===== src/rtl/shot_pkg.sv =====
// Shared types and frame packing for the shot command initiator.
package shot_pkg;

  typedef enum logic [2:0] {IDLE, SHIFT, WAIT_DONE, HOLD, RELEASE} statetype;

  localparam int FRAME_BITS = 24;

  // force is a reserved word, hence frc for the compressor code
  function automatic logic [FRAME_BITS-1:0] pack_frame(input logic [7:0] azi,
                                                       input logic [7:0] pol,
                                                       input logic [7:0] frc);
    return {azi, pol, frc};
  endfunction

endpackage


===== src/rtl/spi_shift_out.sv =====
// MSB-first serialiser: sdi changes as sck falls, receiver samples on sck rise.
// done pulses in the first idle-low cycle after the final falling edge.
module spi_shift_out
  import shot_pkg::*;
#(
  parameter int SCK_DIV = 4
) (
  input  logic                  clk,
  input  logic                  rst,
  input  logic                  go,
  input  logic                  clr,
  input  logic [FRAME_BITS-1:0] frame,
  output logic                  sck,
  output logic                  sdi,
  output logic                  done
);

  localparam int DIV_W = (SCK_DIV > 1) ? $clog2(SCK_DIV) : 1;
  localparam logic [DIV_W-1:0] DIV_LAST = DIV_W'(SCK_DIV - 1);
  localparam logic [4:0] BIT_LAST = 5'(FRAME_BITS - 1);

  logic [FRAME_BITS-1:0] sr;
  logic [DIV_W-1:0]      div_cnt;
  logic [4:0]            bit_cnt;
  logic                  active;

  // zero-filled shifting leaves sdi low once the last bit has gone out
  assign sdi = sr[FRAME_BITS-1];

  always_ff @(posedge clk or negedge rst) begin
    if (!rst) begin
      sr      <= '0;
      sck     <= 1'b0;
      div_cnt <= '0;
      bit_cnt <= '0;
      active  <= 1'b0;
      done    <= 1'b0;
    end else begin
      done <= 1'b0;
      if (clr) begin
        sr      <= '0;
        sck     <= 1'b0;
        div_cnt <= '0;
        bit_cnt <= '0;
        active  <= 1'b0;
      end else if (go) begin
        sr      <= frame;
        sck     <= 1'b0;
        div_cnt <= '0;
        bit_cnt <= '0;
        active  <= 1'b1;
      end else if (active) begin
        if (div_cnt == DIV_LAST) begin
          div_cnt <= '0;
          sck     <= ~sck;
          if (sck) begin
            sr <= {sr[FRAME_BITS-2:0], 1'b0};
            if (bit_cnt == BIT_LAST) begin
              bit_cnt <= '0;
              active  <= 1'b0;
              done    <= 1'b1;
            end else begin
              bit_cnt <= bit_cnt + 5'd1;
            end
          end
        end else begin
          div_cnt <= div_cnt + 1'b1;
        end
      end
    end
  end

endmodule


===== src/rtl/shot_cmd_tx.sv =====
// Shot command initiator: serialises {azi,pol,force}, arms load until both motors
// report done, holds the fire window, then pulses fired. CMD_TIMEOUT_EN adds a WAIT_DONE watchdog.
module shot_cmd_tx
  import shot_pkg::*;
#(
  parameter int SCK_DIV        = 4,
  parameter int HOLD_CYCLES    = 1024,
  parameter int TIMEOUT_CYCLES = 2**24
) (
  input  logic       clk,
  input  logic       rst,
  input  logic       start,
  input  logic       abort,
  input  logic [7:0] aziTarget,
  input  logic [7:0] polTarget,
  input  logic [7:0] forceCount,
  input  logic       aziDone,
  input  logic       polDone,
  output logic       sck,
  output logic       sdi,
  output logic       load,
  output logic       busy,
  output logic       fired,
  output logic       timeout
);

  localparam int HW = $clog2(HOLD_CYCLES + 1);
  localparam logic [HW-1:0] HOLD_LAST = HW'(HOLD_CYCLES - 1);

  statetype              state;
  logic [HW-1:0]         hold_cnt;
  logic [FRAME_BITS-1:0] frame;
  logic                  go;
  logic                  shift_done;

  assign frame = pack_frame(aziTarget, polTarget, forceCount);
  assign go    = (state == IDLE) && start && !abort;

  spi_shift_out #(.SCK_DIV(SCK_DIV)) u_shift (
    .clk   (clk),
    .rst   (rst),
    .go    (go),
    .clr   (abort),
    .frame (frame),
    .sck   (sck),
    .sdi   (sdi),
    .done  (shift_done)
  );

`ifdef CMD_TIMEOUT_EN
  localparam int TW = $clog2(TIMEOUT_CYCLES + 1);
  localparam logic [TW-1:0] TO_LAST = TW'(TIMEOUT_CYCLES - 1);
  logic [TW-1:0] to_cnt;
`else
  // the watchdog bound is meaningless without the watchdog
  logic [31:0] to_unused;
  assign to_unused = 32'(TIMEOUT_CYCLES);
  assign timeout   = 1'b0;
`endif

  always_ff @(posedge clk or negedge rst) begin
    if (!rst) begin
      state    <= IDLE;
      load     <= 1'b0;
      busy     <= 1'b0;
      fired    <= 1'b0;
      hold_cnt <= '0;
`ifdef CMD_TIMEOUT_EN
      timeout  <= 1'b0;
      to_cnt   <= '0;
`endif
    end else begin
      fired <= 1'b0;
`ifdef CMD_TIMEOUT_EN
      timeout <= 1'b0;
`endif
      // abort outranks every transition; in IDLE these values are already in place
      if (abort) begin
        state <= IDLE;
        load  <= 1'b0;
        busy  <= 1'b0;
      end else begin
        case (state)
          IDLE: begin
            if (start) begin
              state <= SHIFT;
              busy  <= 1'b1;
            end
          end
          SHIFT: begin
            if (shift_done) begin
              state <= WAIT_DONE;
              load  <= 1'b1;
`ifdef CMD_TIMEOUT_EN
              to_cnt <= '0;
`endif
            end
          end
          WAIT_DONE: begin
            if (aziDone && polDone) begin
              state    <= HOLD;
              hold_cnt <= '0;
            end
`ifdef CMD_TIMEOUT_EN
            else if (to_cnt == TO_LAST) begin
              state   <= IDLE;
              load    <= 1'b0;
              busy    <= 1'b0;
              timeout <= 1'b1;
            end else begin
              to_cnt <= to_cnt + 1'b1;
            end
`endif
          end
          HOLD: begin
            if (hold_cnt == HOLD_LAST) begin
              state <= RELEASE;
              load  <= 1'b0;
              fired <= 1'b1;
            end else begin
              hold_cnt <= hold_cnt + 1'b1;
            end
          end
          RELEASE: begin
            state <= IDLE;
            busy  <= 1'b0;
          end
          default: state <= IDLE;
        endcase
      end
    end
  end

endmodule


===== config.mk =====
export PLATFORM = sky130hd
export DESIGN_NAME = shot_cmd_tx
export DESIGN_NICKNAME = d
export VERILOG_FILES = /design/src/rtl/shot_pkg.sv /design/src/rtl/spi_shift_out.sv /design/src/rtl/shot_cmd_tx.sv
export SDC_FILE = /design/constraint.sdc
export NUM_CORES = 1
export LEC_CHECK = 0
export BUFFER_PORTS_ARGS = -buffer_cell sky130_fd_sc_hd__buf_2
export CAP_MARGIN = 20
export CORE_MARGIN = 2
export CORE_UTILIZATION = 58
export DETAILED_ROUTE_END_ITERATION = 12
export GPL_ROUTABILITY_DRIVEN = 0
export MAX_ROUTING_LAYER = met4
export PLACE_DENSITY_LB_ADDON = 0.25
export REMOVE_ABC_BUFFERS = 1
export SLEW_MARGIN = 25
export SYNTH_ARGS = -nofsm -noshare
export SYNTH_HDL_FRONTEND = slang
export SYNTH_HIERARCHICAL = 1
export SYNTH_SLANG_ARGS = --single-unit
export TNS_END_PERCENT = 30

===== constraint.sdc =====
create_clock -name clk -period 2.2 [get_ports clk]
set_input_delay 0.44 -clock clk [delete_from_list [all_inputs] [get_ports clk]]
set_output_delay 0.44 -clock clk [all_outputs]
set_load 0.01 [all_outputs]

**After elaboration in Yosys (flattened, before gate mapping)**

Index checks and enable logic that the tools add are counted.

- Memory bits (writable): 0
- Latch bits: 0
- Bits of input ports: 30
- Memories: 0
- Bits in registers: 51
- Word-level logic and storage cells: 96
- ROM bits: 0

- Multiplexer cells: 50
- Shift operators: 0
- Reductions and logical operators: 17
- Eq/ne operators: 13
- $mul: 0
- Magnitude comparators: 0
- Div/mod/pow operators: 0
- Bitwise operators: 2
- $add $sub $neg: 3

Operator list:

| kind | number |
|---|---|
| 24-bit two-way mux | 5 |
| 5-bit two-way mux | 6 |
| 1-bit two-way mux | 24 |
| 11-bit two-way mux | 2 |
| 11-bit one-hot mux with 2 select lines | 1 |
| 3-bit two-way mux | 5 |
| 3-bit nonzero test | 5 |
| 3-bit one-hot mux with 4 select lines | 1 |
| 11-bit by 1-bit adder with 11-bit output (second input constant) | 1 |
| 11-bit by 10-bit equality test with 1-bit output (second input constant) | 1 |
| 3-bit inequality test (second input constant) | 3 |
| 2-bit two-way mux | 4 |
| 4-bit AND reduction | 2 |
| 3-bit by 2-bit equality test with 1-bit output (second input constant) | 2 |
| 3-bit AND reduction | 2 |
| 5-bit by 1-bit adder with 5-bit output (second input constant) | 1 |
| 5-bit equality test (second input constant) | 1 |
| 2-bit inequality test (second input constant) | 2 |
| 1-bit one-hot mux with 2 select lines | 2 |
| 2-bit AND reduction | 2 |
| 3-bit by 1-bit equality test with 1-bit output (second input constant) | 1 |
| 3-bit equality test (second input constant) | 1 |
| 1-bit logical AND | 3 |
| 3-bit logical NOT | 1 |
| other kinds (6) | 7 |

**Depth between registers and ports, before layout**

- Depth after elaboration: 7
- Mapped depth: 8
- Gate-level depth less buffers: 6

**By module**

Netlist, hierarchy kept.

Modules (own cells, without submodules):

| module | times used | area each (um^2) | cells each |
|---|---|---|---|
| spi_shift_out | 1 | 1856.8 | 182 |
| shot_cmd_tx | 1 | 1001.0 | 103 |

**Worst setup path after synthesis**

Ideal clock, no wire load.

- Kind: reg-to-reg
- Start point: register state[1]
- End point: register u_shift.sr[14]
- Clock period less this slack: 1.807 ns
- Setup time: 0.096 ns
- Data required time: 2.104 ns
- Path slack: 0.393 ns
- Stages on the path, launching flop included: 9
- Arrival time: 1.711 ns
- Path through: dfrtp_1 buf_6 nor2_1 nand2_1 nor3_1 buf_2 buf_2 nor3_1 nor4_2

- Word-level cells in the longest chain between the ends: 5
- Elaborated cells between the ends (all ways): 9

RTL lines:

| element | line | source |
|---|---|---|
| from (decl) | shot_cmd_tx.sv:30 | `statetype state;` |
| from (signal assigned) | shot_cmd_tx.sv:63 | `state <= IDLE;` |
| from (signal assigned) | shot_cmd_tx.sv:79 | `state <= IDLE;` |
| from (signal assigned) | shot_cmd_tx.sv:86 | `state <= SHIFT;` |
| 3-bit logical NOT * | shot_cmd_tx.sv:37 | `assign go = (state == IDLE) && start && !abort;` |
| 1-bit logical AND * (2 in a row) | shot_cmd_tx.sv:37 |  |
| named net go | shot_cmd_tx.sv:33 | `logic go;` |
| 3-bit nonzero test (no line) / 24-bit two-way mux (equally long branches) | -- |  |
| 3-bit AND reduction (no line) / 24-bit two-way mux (equally long branches) | -- |  |
| to (signal assigned) | spi_shift_out.sv:47 | `sr <= frame;` |
| to (signal assigned) | spi_shift_out.sv:57 | `sr <= {sr[FRAME_BITS-2:0], 1'b0};` |
| to (decl) | spi_shift_out.sv:22 | `logic [FRAME_BITS-1:0] sr;` |

The timed path passes the listed nets; every way through them passes the cells marked *.
A chain may end at the register's enable or synchronous reset.

**Final worst setup path**

- Start point: register state[1]
- End point: register u_shift.sr[17]

Same word-level chain as after synthesis.

==> results.py <==
metrics = {
    "yosys": {
        "syn_area_um2": 2860,
        "yosysSeqAreaShare_pct": 44.7,
        "synth-seq-cells": 51,
        "ys_warn_count": 6,
        "ys_types": 55,
        "ys.flop_type": "dfrtp_1",
        "synth-edff-count": 0,
        "avgSynthCellArea_um2": 10.0,
        "async_flop_share_pct": 100,
        "synth_cells": 285,
    },
    "clocking": {
        "cts_root_buf": "clkbuf_8",
        "numClockSinks": 51,
        "hold_buffers": 0,
        "htreeDepth": 2,
        "cts.clk_slew.worst_paths_ns": 0.09,
        "post_cts_buffers": 0,
        "cts_tree": "yes",
        "max-clock-path-buffers": 2,
        "cts_resized": 0,
        "numCtsBuffers": 5,
        "clock_latency_ns": 0.30,
    },
    "sta": {
        "finalClockSkew_ns": 0.0117,
        "period_share_pct": 84.4,
        "setup_viol": 0,
        "worst_slew_pin_slew_ns": 0.682,
        "max_freq_ghz": 0.539,
        "post-route-min-period_ns": 1.86,
        "maxSlewHeadroom_pct": 54.5,
        "hold_viol": 0,
        "fin_hold_ws_ns": 0.167,
        "slew_violations": 0,
        "rsz0062_at_grt": "false",
    },
    "setup_path": {
        "path_class": "reg -> reg",
        "crit_fanout": 25,
        "reg2reg_from": "state[1]",
        "max_stage_delay_ns": 0.47,
        "critPathLaunch": "state[1]",
        "path_cells": "nor2_1, nand2_1, nor3_2, buf_4, buf_4, nor3_1, nor4_2",
        "crit_path_start_kind": "flip-flop",
        "crit_path_end_kind": "flip-flop",
        "crit_path_top_delay_cell": "dfrtp_1",
        "crit_required_ns": 2.41,
        "arrival_ns": 2.07,
        "path_common_cell": "buf_4",
    },
    "place": {
        "place_hpwl_mm": 3.76,
        "post-place-cells": 372,
        "io_buffers": 34,
    },
    "global_routing": {
        "antenna_found_initial": 0,
        "grt_pass1_wl_mm": 8.97,
        "grtUsageTotal_pct": 21.7,
        "grt_max_degree": 32,
        "grt_pass1_vias": 2028,
        "overflow": 0,
    },
    "floorplanning": {
        "core_area_um2": 4720,
        "initial_core_util_pct": 60.5,
        "ioPinCount": 36,
        "die_x_um": 74.2,
        "die_y_um": 74.2,
        "die-area_um2": 5500,
        "rows": 25,
    },
    "power_and_ir_drop": {
        "ir_worst_vdd_v": 0.000361,
        "total_leakage_power_nw": 1.35,
        "pwr_density_cell_nw_per_um2": 575,
    },
    "drt": {
        "vias": 2207,
        "drc": 0,
        "ant_nets": 0,
        "firstDrtPassIters": 4,
        "vias_per_cell": 5.81,
        "wl_mm": 5.40,
        "drtIter0Drc": 95,
        "wl_per_cell_um": 14.2,
    },
    "min_path": {
        "hp-class": "in -> async",
    },
    "cells_and_area": {
        "area_delta_synth_final_pct": 9.50,
        "nets": 345,
        "layout-drive-gt1-share_pct": 28.4,
        "stdcell_count": 380,
        "fin_util_pct": 66.3,
        "antenna_cells": 0,
    },
    "flow_run": {
        "cap_violations": 0,
    },
    "status": {
        "status": "finished, final reports clean",
    },
}
==> final cells by class <==
type / instances / area (µm²)
fillers: 383 / 1590
multi-input cells: 200 / 1380
flip-flops and latches: 51 / 1280
repair buffers: 42 / 255
well taps: 67 / 83.8
clock buffers: 6 / 72.6
inverters: 12 / 45.0
clock inverters: 2 / 12.5
==> cells by family after synthesis <==
kind of cell,after synthesis,share of synthesized area [%]
xor gates and xnor gates,2,0.613
adders and majority gates,3,1.31
AOI/OAI and AO/OA,42,12.1
other,1,0.131
buffers and inverters,34,7.09
and+or+nand+nor,149,33.0
muxes,3,1.05
DFF,51,44.7
==> path summary, 6_finish.rpt <==
| path | depth (start not counted) | slack (ns) | end |
|---|---|---|---|
| max reg2reg | 7 | 0.34 | u_shift/sr[17] |
| min | 1 | 0.17 | u_shift/sr[23] |
| max | 7 | 0.34 | u_shift/sr[17] |
| min in group clk | 3 | 0.38 | u_shift/sr[23] |
| min reg2reg | 1 | 0.52 | hold_cnt[0] |
| max in group asynchronous | 2 | 1.35 | u_shift/sr[0] |
==> cells in the mapped netlist, types with 2 or more instances <==
cell type	n	area share, %
inv_1	11	1.4
and2b_2	2	0.61
o21ai_1	2	0.35
nor4_2	17	7.4
a22oi_1	2	0.53
nor2_1	31	4.1
clkbuf_1	5	0.66
nand3_1	8	1.4
nand2b_1	2	0.44
nor3_2	9	3.2
a21oi_1	12	2.1
nand4_1	4	0.88
o221ai_1	4	1.2
a31oi_1	4	0.88
and3_1	4	0.88
or3_1	4	0.88
nand3b_1	2	0.53
xor2_1	2	0.61
nor3_1	37	6.5
buf_6	6	2.4
ha_1	3	1.3
a31o_1	2	0.61
buf_2	6	1.1
o21ai_0	2	0.35
nand2_1	17	2.2
a2111oi_1	2	0.70
mux2i_1	3	1.1
a2111oi_2	3	1.6
dfrtp_1	51	45
buf_4	3	0.79
==> power by group <==
part	leakage, nW	switching (W)	internal [W]
Clock	0.0412	0.000300	0.000223
Sequential	0.668	0.0000454	0.000986
Combinational	0.640	0.000137	0.000108
Total	1.35	0.000482	0.00132
==> critical path, delay by kind of cell, from the launching register on <==
| family | cells | cell delay [ns] |
|---|---|---|
| AND/OR/NAND/NOR | 5 | 0.75 |
| flip-flops | 1 | 0.47 |
| buffers and inverters | 2 | 0.55 |
==> per-layer routing <==
layer | routed length [µm] | GRT usage [%]
met5 | 0 | -
met4 | 40 | 5.25
met3 | 174 | 4.47
met2 | 2670 | 36.1
met1 | 2520 | 27.1
==> through the flow <==
stage | total power [W] | setup slack [ns] | setup TNS [ns] | instance area, µm²
after floorplan | 0.00120 | -2.78 | -84.00 | 2700
after global placement | 0.00129 | 0.410 | 0 | 3040
after detailed placement | 0.00130 | 0.341 | 0 | 3040
after CTS | 0.00182 | 0.342 | 0 | 3130
after global routing | 0.00189 | 0.119 | 0 | 3130
final | 0.00180 | 0.343 | 0 | 3130
==> registers in the layout, summed over array words and instances, names as in the netlist <==
| name | count |
|---|---|
| u_shift/sr | 24 |
| u_shift/done | 1 |
| hold_cnt | 11 |
| load | 1 |
| u_shift/div_cnt | 2 |
| u_shift/active | 1 |
| busy | 1 |
| state | 3 |
| u_shift/bit_cnt | 5 |
| u_shift/sck | 1 |
| fired | 1 |
==> placed cells by master (no fill, tap or decap), types with 8 or more instances in the layout <==
| cell type | n |
|---|---|
| nand3_1 | 8 |
| nand2_1 | 17 |
| a21oi_1 | 12 |
| dfrtp_1 | 51 |
| nor3_1 | 36 |
| buf_2 | 34 |
| inv_1 | 11 |
| nor2_1 | 31 |
| nor3_2 | 10 |
| nor4_2 | 17 |
Power figures use the tool's default switching activity.
